[config.mk]
export PLATFORM = sky130hd
export DESIGN_NAME = muldiv_unit
export DESIGN_NICKNAME = d
export VERILOG_FILES = /design/src/rtl/muldiv_unit.sv
export SDC_FILE = /design/constraint.sdc
export NUM_CORES = 1
export LEC_CHECK = 0
export BUFFER_PORTS_ARGS = -buffer_cell sky130_fd_sc_hd__buf_2
export CAP_MARGIN = 0
export CORE_MARGIN = 2
export CORE_UTILIZATION = 55
export CTS_BUF_LIST = sky130_fd_sc_hd__clkbuf_4 sky130_fd_sc_hd__clkbuf_8
export CTS_CLUSTER_DIAMETER = 150
export DETAILED_ROUTE_END_ITERATION = 16
export GPL_TIMING_DRIVEN = 0
export PLACE_DENSITY = 0.83
export SLEW_MARGIN = 20
export SYNTH_ARGS = -nofsm -noshare
export SYNTH_HDL_FRONTEND = slang
export SYNTH_SLANG_ARGS = --single-unit
[constraint.sdc]
create_clock -name clock -period 3.2 [get_ports clock]
set_input_delay 0.32 -clock clock [delete_from_list [all_inputs] [get_ports clock]]
set_output_delay 0.32 -clock clock [all_outputs]
set_load 0.05 [all_outputs]
[src/rtl/muldiv_unit.sv]
// muldiv_unit -- iterative 32-bit multiply/divide unit with architectural HI/LO.
//
// Computes MIPS-style MULT/MULTU/DIV/DIVU one bit per cycle. Signed operations
// are done on magnitudes, and the sign is applied in a final FIX cycle. The
// latency is fixed at 34 cycles from the edge that samples start to the cycle
// in which done is high. MTHI/MTLO writes are accepted only in IDLE.
//
// Ports:
//   clock  in   1   rising-edge clock
//   reset  in   1   synchronous active-high reset
//   start  in   1   launch an operation (sampled only in IDLE)
//   op     in   2   00 MULT, 01 MULTU, 10 DIV, 11 DIVU
//   srca   in  32   multiplicand / dividend
//   srcb   in  32   multiplier / divisor
//   wr_hi  in   1   MTHI strobe
//   wr_lo  in   1   MTLO strobe
//   wdata  in  32   MTHI/MTLO data
//   busy   out  1   operation in progress (CALC or FIX)
//   done   out  1   one-cycle pulse: hi/lo hold a fresh result
//   hi     out 32   HI register (product high / remainder)
//   lo     out 32   LO register (product low / quotient)
module muldiv_unit (
  input  logic        clock,
  input  logic        reset,
  input  logic        start,
  input  logic [1:0]  op,
  input  logic [31:0] srca,
  input  logic [31:0] srcb,
  input  logic        wr_hi,
  input  logic        wr_lo,
  input  logic [31:0] wdata,
  output logic        busy,
  output logic        done,
  output logic [31:0] hi,
  output logic [31:0] lo
);

  typedef enum logic [1:0] {
    IDLE = 2'd0,
    CALC = 2'd1,
    FIX  = 2'd2
  } state_t;

  state_t      state_reg, state_next;
  logic [4:0]  count_reg, count_next;
  // Multiply: {partial product high, remaining multiplier bits}.
  // Divide:   {partial remainder, dividend bits shifting out / quotient bits shifting in}.
  logic [63:0] acc_reg, acc_next;
  // Magnitude added each multiply step, or the divisor magnitude.
  logic [31:0] opb_reg, opb_next;
  // Untouched dividend, needed for the divide-by-zero result.
  logic [31:0] raw_a_reg, raw_a_next;
  logic        is_div_reg, is_div_next;
  logic        neg_res_reg, neg_res_next;
  logic        neg_rem_reg, neg_rem_next;
  logic        div_zero_reg, div_zero_next;
  logic        div_ovf_reg, div_ovf_next;
  logic [31:0] hi_reg, hi_next;
  logic [31:0] lo_reg, lo_next;
  logic        done_reg, done_next;

  // Operand magnitudes at launch; op[0]=0 selects the signed variants.
  logic        signed_op;
  logic [31:0] mag_a;
  logic [31:0] mag_b;

  assign signed_op = ~op[0];
  assign mag_a     = (signed_op && srca[31]) ? (~srca + 32'd1) : srca;
  assign mag_b     = (signed_op && srcb[31]) ? (~srcb + 32'd1) : srcb;

  // One shift-add multiply step: add the multiplicand to the high half when
  // the current multiplier LSB is set, then shift the whole accumulator right.
  logic [32:0] mul_sum;
  logic [63:0] mul_acc;

  assign mul_sum = {1'b0, acc_reg[63:32]} + (acc_reg[0] ? {1'b0, opb_reg} : 33'd0);
  assign mul_acc = {mul_sum, acc_reg[31:1]};

  // One restoring-division step on a 33-bit shifted remainder. When the trial
  // subtraction succeeds the true difference is below the divisor, so the low
  // 32 bits of a 32-bit subtraction are exact.
  logic [32:0] div_shift;
  logic        div_ge;
  logic [31:0] div_diff;
  logic [63:0] div_acc;

  assign div_shift = {acc_reg[63:32], acc_reg[31]};
  assign div_ge    = (div_shift >= {1'b0, opb_reg});
  assign div_diff  = div_shift[31:0] - opb_reg;
  assign div_acc   = div_ge ? {div_diff, acc_reg[30:0], 1'b1}
                            : {div_shift[31:0], acc_reg[30:0], 1'b0};

  // Sign fix-up applied in the FIX cycle.
  logic [63:0] prod_fix;
  logic [31:0] quo_fix;
  logic [31:0] rem_fix;

  assign prod_fix = neg_res_reg ? (~acc_reg + 64'd1) : acc_reg;
  assign quo_fix  = neg_res_reg ? (~acc_reg[31:0] + 32'd1) : acc_reg[31:0];
  assign rem_fix  = neg_rem_reg ? (~acc_reg[63:32] + 32'd1) : acc_reg[63:32];

  always_comb begin
    state_next    = state_reg;
    count_next    = count_reg;
    acc_next      = acc_reg;
    opb_next      = opb_reg;
    raw_a_next    = raw_a_reg;
    is_div_next   = is_div_reg;
    neg_res_next  = neg_res_reg;
    neg_rem_next  = neg_rem_reg;
    div_zero_next = div_zero_reg;
    div_ovf_next  = div_ovf_reg;
    hi_next       = hi_reg;
    lo_next       = lo_reg;
    done_next     = 1'b0;

    case (state_reg)
      IDLE: begin
        if (start) begin
          // start takes priority; a same-cycle MTHI/MTLO is dropped.
          state_next    = CALC;
          count_next    = 5'd0;
          is_div_next   = op[1];
          raw_a_next    = srca;
          neg_res_next  = signed_op && (srca[31] ^ srcb[31]);
          neg_rem_next  = signed_op && srca[31];
          div_zero_next = op[1] && (srcb == 32'd0);
          div_ovf_next  = (op == 2'b10) && (srca == 32'h8000_0000) &&
                          (srcb == 32'hFFFF_FFFF);
          if (op[1]) begin
            acc_next = {32'd0, mag_a};
            opb_next = mag_b;
          end else begin
            acc_next = {32'd0, mag_b};
            opb_next = mag_a;
          end
        end else begin
          if (wr_hi) hi_next = wdata;
          if (wr_lo) lo_next = wdata;
        end
      end

      CALC: begin
        acc_next   = is_div_reg ? div_acc : mul_acc;
        count_next = count_reg + 5'd1;
        if (count_reg == 5'd31) begin
          state_next = FIX;
        end
      end

      FIX: begin
        state_next = IDLE;
        done_next  = 1'b1;
        if (is_div_reg) begin
          if (div_zero_reg) begin
            hi_next = raw_a_reg;
            lo_next = 32'hFFFF_FFFF;
          end else if (div_ovf_reg) begin
            hi_next = 32'd0;
            lo_next = 32'h8000_0000;
          end else begin
            hi_next = rem_fix;
            lo_next = quo_fix;
          end
        end else begin
          hi_next = prod_fix[63:32];
          lo_next = prod_fix[31:0];
        end
      end

      default: begin
        state_next = IDLE;
      end
    endcase
  end

  always_ff @(posedge clock) begin
    if (reset) begin
      state_reg    <= IDLE;
      count_reg    <= 5'd0;
      acc_reg      <= 64'd0;
      opb_reg      <= 32'd0;
      raw_a_reg    <= 32'd0;
      is_div_reg   <= 1'b0;
      neg_res_reg  <= 1'b0;
      neg_rem_reg  <= 1'b0;
      div_zero_reg <= 1'b0;
      div_ovf_reg  <= 1'b0;
      hi_reg       <= 32'd0;
      lo_reg       <= 32'd0;
      done_reg     <= 1'b0;
    end else begin
      state_reg    <= state_next;
      count_reg    <= count_next;
      acc_reg      <= acc_next;
      opb_reg      <= opb_next;
      raw_a_reg    <= raw_a_next;
      is_div_reg   <= is_div_next;
      neg_res_reg  <= neg_res_next;
      neg_rem_reg  <= neg_rem_next;
      div_zero_reg <= div_zero_next;
      div_ovf_reg  <= div_ovf_next;
      hi_reg       <= hi_next;
      lo_reg       <= lo_next;
      done_reg     <= done_next;
    end
  end

  assign busy = (state_reg != IDLE);
  assign done = done_reg;
  assign hi   = hi_reg;
  assign lo   = lo_reg;

endmodule

Word-level counts from Yosys, hierarchy flattened
Index checks and enable logic that the tools add are counted.
{"block": "classes", "div_mod_pow": 0, "mul": 0, "n_bitwise": 7, "shift": 0, "n_mux": 30, "addsub": 8, "n_reduce_logical": 16, "eq_ne": 11, "n_lt_le_gt_ge": 1}
{"cell": "32-bit 2-to-1 mux", "count": 17}
{"cell": "64-bit 2-to-1 mux", "count": 4}
{"cell": "32-bit by 1-bit adder with 32-bit output, second input constant", "count": 4}
{"cell": "32-bit inverter", "count": 4}
{"cell": "32-bit case mux with 2 select lines", "count": 2}
{"cell": "64-bit case mux with 2 select lines", "count": 1}
{"cell": "64-bit by 1-bit adder with 64-bit output, second input constant", "count": 1}
{"cell": "32-bit equality test, second input constant", "count": 2}
{"cell": "64-bit inverter", "count": 1}
{"cell": "32-bit by 32-bit adder with 33-bit output", "count": 1}
{"cell": "33-bit by 32-bit greater-or-equal comparator with 1-bit output", "count": 1}
{"cell": "32-bit logical NOT", "count": 1}
{"cell": "32-bit subtractor", "count": 1}
{"cell": "2-bit != test, second input constant", "count": 5}
{"cell": "5-bit case mux with 2 select lines", "count": 1}
{"cell": "1-bit logical AND", "count": 6}
{"cell": "2-bit AND reduction", "count": 3}
{"cell": "3-bit AND reduction", "count": 2}
{"cell": "2-bit nonzero test", "count": 3}
{"cell": "5-bit by 1-bit adder with 5-bit output, second input constant", "count": 1}
{"cell": "5-bit equality test, second input constant", "count": 1}
{"cell": "5-bit 2-to-1 mux", "count": 1}
{"cell": "2-bit equality test, second input constant", "count": 2}
{"cell": "2-bit 2-to-1 mux", "count": 2}
{"cell": "other kinds (6)", "count": 6}
{"block": "word_totals", "ff_bits": 205, "rom_bits": 0, "n_memories": 0, "output_inout_bits": 66, "latchBits": 0, "inputBits": 103, "ram_bits": 0, "wordCells": 86}

Logic depth before layout (Yosys ltp)
Gate-level depths: netlist of the first run.
{"block": "depth", "ltp_word": 7, "depth_mapped": 13, "ltp_nobuf": 12}

Least setup slack after synthesis of the first run
Ideal clock, no wire load.
{"block": "synth_timing", "kind": "register -> register", "start": "register acc_reg[11]", "end": "register hi_reg[25], in the netlist hi[25]", "t_arrival_ns": 3.126, "t_required_ns": 3.065, "period_less_slack_ns": 3.261, "setup_time_ns": 0.135, "n_path_buf": 3, "path_stages_with_launch": 12, "setup_slack_ns": -0.061, "cell_sequence": "dfxtp_1 buf_6 or4_4 or4_4 or4_1 buf_2 or3_4 buf_6 o31ai_4 xor2_1 o221ai_1 nor4b_4"}
{"block": "synth_between", "elab_chain_len": 5}
{"element": "start, declared", "line_no": "48", "rtl": "logic [63:0] acc_reg, acc_next;"}
{"element": "start signal, assigned", "line_no": "195", "rtl": "acc_reg <= acc_next;"}
{"element": "64-bit inverter", "line_no": "98", "rtl": "assign prod_fix = neg_res_reg ? (~acc_reg + 64'd1) : acc_reg;"}
{"element": "64-bit by 1-bit adder with 64-bit output", "line_no": "98"}
{"element": "64-bit 2-to-1 mux", "line_no": "98"}
{"element": "32-bit 2-to-1 mux", "line_no": "154", "rtl": "if (is_div_reg) begin"}
{"element": "32-bit case mux with 2 select lines", "line_no": "117", "rtl": "case (state_reg)"}
{"element": "end signal, assigned", "line_no": "203", "rtl": "hi_reg <= hi_next;"}
{"element": "end, declared", "line_no": "58", "rtl": "logic [31:0] hi_reg, hi_next;"}
Every way passes these cells.
A chain may end at the register's enable or synchronous reset.

Worst setup path in the final report of the first run
Same ends and word-level chain as after synthesis.

==> insert_results.sql, run 1 <==
INSERT INTO impl_metrics (metric_group, metric, value, unit) VALUES
('run_status', 'status', 'finished with violations', ''),
('run_status', 'violated_checks', 'negative setup slack', ''),
('worst_setup_path', 'timing.critical_path.to_type', 'flip-flop', ''),
('route', 'num_vias', '21780', ''),
('sta', 'postLayoutSetupSlackWorst', '-0.1962', 'ns'),
('pwr', 'leakage', '0.008002', 'µW'),
('floorplan', 'core_region_area', '31390', 'µm²'),
('sta', 'rsz0062_at_grt', 'yes', ''),
('floorplan', 'die_x', '181.9', 'µm'),
('synth', 'synth_seq_cells', '205', ''),
('floorplan', 'floorplan.io_pins', '169', ''),
('placed_design', 'port-buffer-count', '167', ''),
('global_route', 'total_congestion_overflow_after_global_routing', '0', ''),
('sta', 'fmaxAchievable', '294.5', 'MHz'),
('synth', 'sequential_area_share_after_synthesis', '23.57', '%'),
('placed_design', 'hpwl', '65390', 'µm'),
('clock_network', 'path_clk_slew', '0.07', 'ns'),
('final_layout', 'final_cell_mix', '300 x sky130_fd_sc_hd__nand2_1, 252 x sky130_fd_sc_hd__a21oi_1, 207 x sky130_fd_sc_hd__nor2_1', ''),
('clock_network', 'clk-insertion-delay-late', '0.59', 'ns'),
('pwr', 'power.net_switching', '3400', 'µW'),
('global_route', 'antenna_found_initial', '0', ''),
('sta', 'timing.clock.skew', '0.05080', 'ns'),
('pwr', 'ir_drop', '0.2773', 'mV'),
('worst_setup_path', 'timing.critical_path.fanout_max', '5', ''),
('pwr', 'comb_power_share', '34.3', '%'),
('synth', 'asr_flop_ratio_synth', '0', '%'),
('final_layout', 'final_nets', '2842', ''),
('sta', 'relSlewSlack', '22.07', '%'),
('synth', 'synthesis.instances', '2444', ''),
('clock_network', 'holdBufCountCts', '0', ''),
('final_layout', 'layout.core_utilization', '66.23', '%'),
('clock_network', 'clock_tree.root_cell', 'sky130_fd_sc_hd__clkbuf_8', ''),
('global_route', 'via_count_of_the_first_global_routing_pass', '19310', ''),
('synth', 'syn_nets', '2620', ''),
('flow_run', 'timing.max_cap.violations', '0', ''),
('route', 'drt-initial-drc-count', '3579', ''),
('synth', 'synth.distinct_cells', '79', ''),
('sta', 'finalCriticalPeriod', '3.396', 'ns'),
('final_layout', 'flow.area_growth_from_synthesis', '19.41', '%'),
('sta', 'final.period_utilization', '106.1', '%'),
('pwr', 'power.density', '416.5', 'nW/µm²'),
('placed_design', 'gp_congestion', '1.078', ''),
('synth', 'synth_edf_count', '0', ''),
('clock_network', 'tritoncts.num_buffers', '37', ''),
('clock_network', 'cts_tree', 'done', ''),
('final_layout', 'commonest_non_fill_non_tap_cell_in_the_layout', 'sky130_fd_sc_hd__nand2_1', ''),
('sta', 'worstMarginPinSlew', '1.169', 'ns'),
('synth', 'yosysWarnings', '0', ''),
('final_layout', 'number_of_flip_flops_under_the_largest_register_name', '64', ''),
('clock_network', 'clock_tree.buffer_depth', '3', ''),
('global_route', 'grt_max_degree', '11', ''),
('synth', 'synthesis.area', '17410', 'µm²'),
('sta', 'final-max-slew-violation-count', '0', ''),
('route', 'route.detailed.vias_per_inst', '7.040', ''),
('route', 'drt.antenna.violating_nets', '0', ''),
('sta', 'finalHoldViolations', '0', ''),
('worst_setup_path', 'worst_ep_arrival_time', '3.82', 'ns'),
('synth', 'synth_flop_cell', 'sky130_fd_sc_hd__dfxtp_1', ''),
('route', 'drt_first_pass_iters', '7', ''),
('worst_setup_path', 'timing.critical_path.from_type', 'flip-flop', ''),
('floorplan', 'die_ar', '33090', 'µm²'),
('final_layout', 'n_antenna_cell', '0', ''),
('final_layout', 'fillerInstances', '2850', ''),
('synth', 'postSynthAreaPerCell', '7.124', 'µm²'),
('route', 'wl_per_cell', '27.20', 'µm'),
('sta', 'finalSetupViolations', '7', ''),
('worst_setup_path', 'critical_path_required', '3.62', 'ns'),
('worst_hold_path', 'min_path_type', 'in2reg', ''),
('global_route', 'global_route.usage.total', '48.42', '%'),
('sta', 'tns', '-0.7154', 'ns'),
('pwr', 'power_share_of_the_clock_group', '32.3', '%'),
('clock_network', 'htree_num_levels', '2', ''),
('pwr', 'reg_power_share', '33.4', '%'),
('route', 'total_routed_wirelength', '84170', 'µm'),
('global_route', 'grt_pass1_wl', '121400', 'µm'),
('floorplan', 'initial_core_util', '55.46', '%'),
('floorplan', 'die_y', '181.9', 'µm'),
('floorplan', 'placement_row_count', '65', ''),
('final_layout', 'layout-drive-gt1-share', '17.64', '%'),
('placed_design', 'post-place-ws', '-1.458', 'ns'),
('clock_network', 'clock_tree_sinks', '205', ''),
('route', 'drc', '0', ''),
('pwr', 'intPower', '5260', 'µW'),
('pwr', 'switching_share', '39.26', '%'),
('worst_setup_path', 'timing_worst_setup_path_type', 'reg2reg', '');
[per-layer routing]
metal	track usage [%]	wire length [µm]
met5	0	0
met4	27.74	6039
met3	13.40	12480
met2	67.65	32920
met1	66.56	32730
[cell usage after synthesis, types with 19 or more instances]
cell	n	share of area, %
sky130_fd_sc_hd__ha_1	71	5.1
sky130_fd_sc_hd__nor2b_1	21	0.75
sky130_fd_sc_hd__and3_1	19	0.68
sky130_fd_sc_hd__xor2_1	80	4.0
sky130_fd_sc_hd__a211oi_1	56	2.4
sky130_fd_sc_hd__or4_1	30	1.3
sky130_fd_sc_hd__xnor2_1	85	4.3
sky130_fd_sc_hd__a22oi_1	20	0.86
sky130_fd_sc_hd__nand2_1	302	6.5
sky130_fd_sc_hd__nand3_1	39	1.1
sky130_fd_sc_hd__nor4_1	30	1.1
sky130_fd_sc_hd__a31oi_1	30	1.1
sky130_fd_sc_hd__nor2_1	215	4.6
sky130_fd_sc_hd__clkbuf_1	188	4.1
sky130_fd_sc_hd__a21o_1	22	0.95
sky130_fd_sc_hd__or3_1	21	0.75
sky130_fd_sc_hd__inv_1	65	1.4
sky130_fd_sc_hd__a21oi_1	264	7.6
sky130_fd_sc_hd__a221oi_1	34	1.7
sky130_fd_sc_hd__dfxtp_1	205	24
sky130_fd_sc_hd__nand4_1	24	0.86
sky130_fd_sc_hd__o21ai_0	156	4.5
sky130_fd_sc_hd__o31ai_1	27	1.2
sky130_fd_sc_hd__mux2i_1	58	3.3
sky130_fd_sc_hd__o211ai_1	62	2.7
sky130_fd_sc_hd__nor3_1	77	2.2
[power groups by stage]
| stage | clock, µW | sequential (µW) | combinational, µW |
|---|---|---|---|
| 3_5_place_dp | 0 | 2910 | 2570 |
| 4_1_cts | 2750 | 2870 | 2690 |
| 2_1_floorplan | 0 | 2980 | 1580 |
| 5_1_grt | 2860 | 2890 | 3090 |
| 3_3_place_gp | 0 | 2900 | 2530 |
| 6_report | 2800 | 2890 | 2970 |
[area by class of cell]
type                       count  area [µm²]  area share (%)
multi-input combinational   1964       13060           62.83
sequential                   205        4130           19.87
timing repair buffer         205        1159           5.573
buffer                       187       858.3           4.129
clock buffer                  57       740.7           3.563
tap                          402       503.0           2.419
inverter                      66       257.7           1.240
clock inverter                 8       78.83          0.3792
[repair_timing]
action,4_1_cts,5_1_grt
gates resized for setup,131,133
gates cloned,0,1
setup endpoints to repair,82,55
pin swaps,22,42
buffers inserted,19,18
[critical path, cell delays in order, from the launching register on]
cell,delay (ns)
sky130_fd_sc_hd__dfxtp_1,0.31
sky130_fd_sc_hd__buf_6,0.12
sky130_fd_sc_hd__or4_4,0.54
sky130_fd_sc_hd__or4_4,0.44
sky130_fd_sc_hd__or4_4,0.59
sky130_fd_sc_hd__or3_4,0.47
sky130_fd_sc_hd__o31ai_4,0.19
sky130_fd_sc_hd__xor2_1,0.23
sky130_fd_sc_hd__o221ai_2,0.17
sky130_fd_sc_hd__nor4b_4,0.17
[through the flow]
step | instances | hold WS (ns) | cell area (µm²) | total power, µW
3_5_place_dp | 3013 | 0.4309 | 18800 | 5476
5_1_grt | 3094 | 0.07331 | 20790 | 8835
6_report | 3094 | 0.06867 | 20790 | 8660
3_3_place_gp | 3013 | 0.4237 | 18790 | 5435
2_1_floorplan | 2444 | 0.4287 | 17450 | 4560
4_1_cts | 3088 | 0.04711 | 20160 | 8309
[worst paths after layout]
kind	from	to	slack, ns	cells after the start
max	acc_reg[11]	hi[25]	-0.20	9
min	srca[23]	raw_a_reg[23]	0.07	3
max reg2reg	acc_reg[11]	hi[25]	-0.20	9
min reg2reg	hi[12]	hi[12]	0.44	2
[cells by family after synthesis]
group,share of synthesized area (%)
AOI/OAI and AO/OA,29.91
xor gates and xnor gates,8.300
adders and majority gates,5.332
buffers and inverters,6.108
DFF,23.57
muxes,3.529
and+or+nand+nor,23.25
Power figures use the tool's default switching activity.
==> run 2: changes to the inputs <==
CELL_PAD_IN_SITES_DETAIL_PLACEMENT = 1   (was not set)
CELL_PAD_IN_SITES_GLOBAL_PLACEMENT = 2   (was not set)
CORE_UTILIZATION = 32   (was 55)
PLACE_DENSITY = 0.84   (was 0.83)
==> run 2 against run 1 <==
The flow still finishes with violations (negative setup slack). Wire length rose by 18%. Clock-buffer cell count grew 4. Clock power is 3% higher. First-iteration DRC count decreased by 37%. Cell area increased by 3.1%. Fmax is 0.87% higher.
==> insert_results.sql, run 2 (synthesized netlist as in run 1, its figures left out) <==
INSERT INTO impl_metrics (metric_group, metric, value, unit) VALUES
('worst_setup_path', 'r2r_start', 'acc_reg[11]', ''),
('final_layout', 'final_nets', '2858', ''),
('global_route', 'antenna_found_initial', '0', ''),
('route', 'drt-initial-drc-count', '2262', ''),
('pwr', 'leakage', '0.008076', 'µW'),
('sta', 'fmaxAchievable', '297.0', 'MHz'),
('placed_design', 'post-place-ws', '-1.918', 'ns'),
('worst_setup_path', 'cell_by_cell_listing_of_the_critical_path', 'or4_4 > or4_4 > or4_4 > or3_4 > o311ai_2 > o41ai_1 > a21oi_2 > nor4_2', ''),
('final_layout', 'final_cell_mix', '298 x sky130_fd_sc_hd__nand2_1, 248 x sky130_fd_sc_hd__a21oi_1, 205 x sky130_fd_sc_hd__nor2_1', ''),
('clock_network', 'tritoncts.num_buffers', '40', ''),
('worst_setup_path', 'worst_r2r_path_depth', '8', ''),
('worst_setup_path', 'slowest_delay', '0.58', 'ns'),
('pwr', 'ir_drop', '0.2404', 'mV'),
('final_layout', 'number_of_non_filler_instances_in_the_completed_layout', '3407', ''),
('floorplan', 'floorplan.io_pins', '169', ''),
('worst_setup_path', 'worst_path_most_repeated_cell', 'sky130_fd_sc_hd__or4_4', ''),
('floorplan', 'initial_core_util', '32.35', '%'),
('worst_setup_path', 'r2r-end', 'hi[29]', ''),
('route', 'num_vias', '21090', ''),
('sta', 'postLayoutSetupSlackWorst', '-0.1669', 'ns'),
('final_layout', 'number_of_flip_flops_under_the_largest_register_name', '64', ''),
('final_layout', 'commonest_non_fill_non_tap_cell_in_the_layout', 'sky130_fd_sc_hd__nand2_1', ''),
('worst_hold_path', 'hold_path.startpoint', 'srca[13]', ''),
('worst_setup_path', 'timing.critical_path.from_type', 'flip-flop', ''),
('route', 'total_routed_wirelength', '99120', 'µm'),
('placed_design', 'place.detailed.instances', '3307', ''),
('sta', 'final.period_utilization', '105.2', '%'),
('final_layout', 'flow.area_growth_from_synthesis', '23.11', '%'),
('route', 'wl_per_cell', '29.09', 'µm'),
('run_status', 'violated_checks', 'negative setup slack', ''),
('floorplan', 'die_ar', '56290', 'µm²'),
('placed_design', 'gp_congestion', '0.9796', ''),
('final_layout', 'fillerInstances', '6723', ''),
('placed_design', 'hpwl', '78610', 'µm'),
('worst_setup_path', 'timing.critical_path.to_type', 'flip-flop', ''),
('worst_hold_path', 'min_path_type', 'in2reg', ''),
('route', 'drt.antenna.violating_nets', '0', ''),
('global_route', 'global_route.usage.total', '33.72', '%'),
('sta', 'finalSetupViolations', '7', ''),
('worst_setup_path', 'critical_path_required', '3.64', 'ns'),
('sta', 'relSlewSlack', '20.12', '%'),
('worst_setup_path', 'worst_ep_arrival_time', '3.81', 'ns'),
('worst_hold_path', 'min_delay_worst_endpoint', 'raw_a_reg[13]', ''),
('pwr', 'power.density', '414.1', 'nW/µm²'),
('global_route', 'grt_max_degree', '12', ''),
('clock_network', 'clock_tree_sinks', '205', ''),
('route', 'drc', '0', ''),
('clock_network', 'clk-insertion-delay-late', '0.61', 'ns'),
('worst_setup_path', 'timing.critical_path.slowest_stage_cell', 'sky130_fd_sc_hd__or4_4', ''),
('flow_run', 'timing.max_cap.violations', '0', ''),
('floorplan', 'die_x', '237.3', 'µm'),
('sta', 'worstMarginPinSlew', '1.198', 'ns'),
('route', 'drt_first_pass_iters', '7', ''),
('clock_network', 'htree_num_levels', '2', ''),
('floorplan', 'core_region_area', '53810', 'µm²'),
('run_status', 'status', 'finished with violations', ''),
('floorplan', 'die_y', '237.3', 'µm'),
('global_route', 'grt_pass1_wl', '140900', 'µm'),
('worst_setup_path', 'timing.critical_path.fanout_max', '5', ''),
('sta', 'final-max-slew-violation-count', '0', ''),
('sta', 'finalHoldViolations', '0', ''),
('floorplan', 'placement_row_count', '85', ''),
('sta', 'rsz0062_at_grt', 'yes', ''),
('clock_network', 'cts_tree', 'done', ''),
('sta', 'tns', '-0.5007', 'ns'),
('clock_network', 'clock_tree.buffer_depth', '3', ''),
('route', 'route.detailed.vias_per_inst', '6.190', ''),
('clock_network', 'path_clk_slew', '0.06', 'ns'),
('sta', 'timing.clock.skew', '0.02218', 'ns'),
('clock_network', 'clock_tree.root_cell', 'sky130_fd_sc_hd__clkbuf_8', ''),
('worst_setup_path', 'timing_worst_setup_path_type', 'reg2reg', ''),
('final_layout', 'multi_input_area', '13150', 'µm²'),
('sta', 'finalCriticalPeriod', '3.367', 'ns'),
('worst_setup_path', 'reg2reg_slack', '-0.17', 'ns'),
('global_route', 'via_count_of_the_first_global_routing_pass', '20510', ''),
('global_route', 'total_congestion_overflow_after_global_routing', '0', ''),
('placed_design', 'port-buffer-count', '167', ''),
('worst_hold_path', 'worst_hold_path.num_cells', '3', ''),
('final_layout', 'register_area', '4154', 'µm²'),
('final_layout', 'layout-drive-gt1-share', '18.93', '%');
-- run 2: per-layer routing --
| layer | vias up | track usage [%] | share of wire [%] |
|---|---|---|---|
| met5 | - | 0 | 0 |
| met4 | 0 | 12.79 | 4.2 |
| met3 | 194 | 4.123 | 7.3 |
| met2 | 972 | 53.04 | 44 |
| met1 | 10500 | 47.02 | 44 |
| li1 | 9422 | - | - |
-- run 2: per-stage QoR --
stage                     hold WS, ns  instance area (µm²)  power [µW]  util [%]
after floorplan                0.4287                17450        4560         -
after global placement         0.4212                19160        5609     35.60
after detailed placement       0.4354                19170        5654     35.62
after CTS                    0.003436                20860        8700     38.75
after global routing          0.02097                21430        9160     39.83
final                         0.03688                21430        8876     39.83
-- run 2: how the worst max path moves through the flow --
stage	startpoint	endpoint	depth (start not counted)
after floorplan	acc_reg[2]	hi[25]	11
after global placement	acc_reg[0]	hi[24]	11
after detailed placement	acc_reg[0]	hi[24]	11
after CTS	acc_reg[11]	hi[25]	9
after global routing	acc_reg[12]	hi[29]	8
final	acc_reg[11]	hi[29]	8
-- run 2: layout make-up --
| cell class | count | area share, % |
|---|---|---|
| multi-input cells | 1964 | 61.34 |
| flip-flops and latches | 205 | 19.38 |
| repair buffers | 224 | 6.147 |
| well taps | 696 | 4.063 |
| plain buffers | 181 | 3.905 |
| clock buffers | 61 | 3.537 |
| inverters | 66 | 1.191 |
| clock inverters | 9 | 0.4261 |
| diodes | 1 | 0.01167 |
-- run 2: worst max-delay path: cells and delay by family (launching register included) --
kind | cells | cell delay [ns]
AO/OA/AOI/OAI | 3 | 0.74
AND/OR/NAND/NOR | 5 | 2.09
flip-flops | 1 | 0.35
-- run 2: power by group --
group	total, µW	internal, µW	switching (µW)
Clock	2890	1600	1290
Sequential	2910	2710	197
Combinational	3080	997	2080
-- run 2: repair_timing --
action / 4_1_cts / 5_1_grt
gates resized for setup: 171 / 147
endpoints found under the hold margin: 11 / 0
setup buffers: 28 / 18
hold buffers: 11 / 0
pin swaps: 37 / 38
endpoints found under the setup margin: 83 / 64
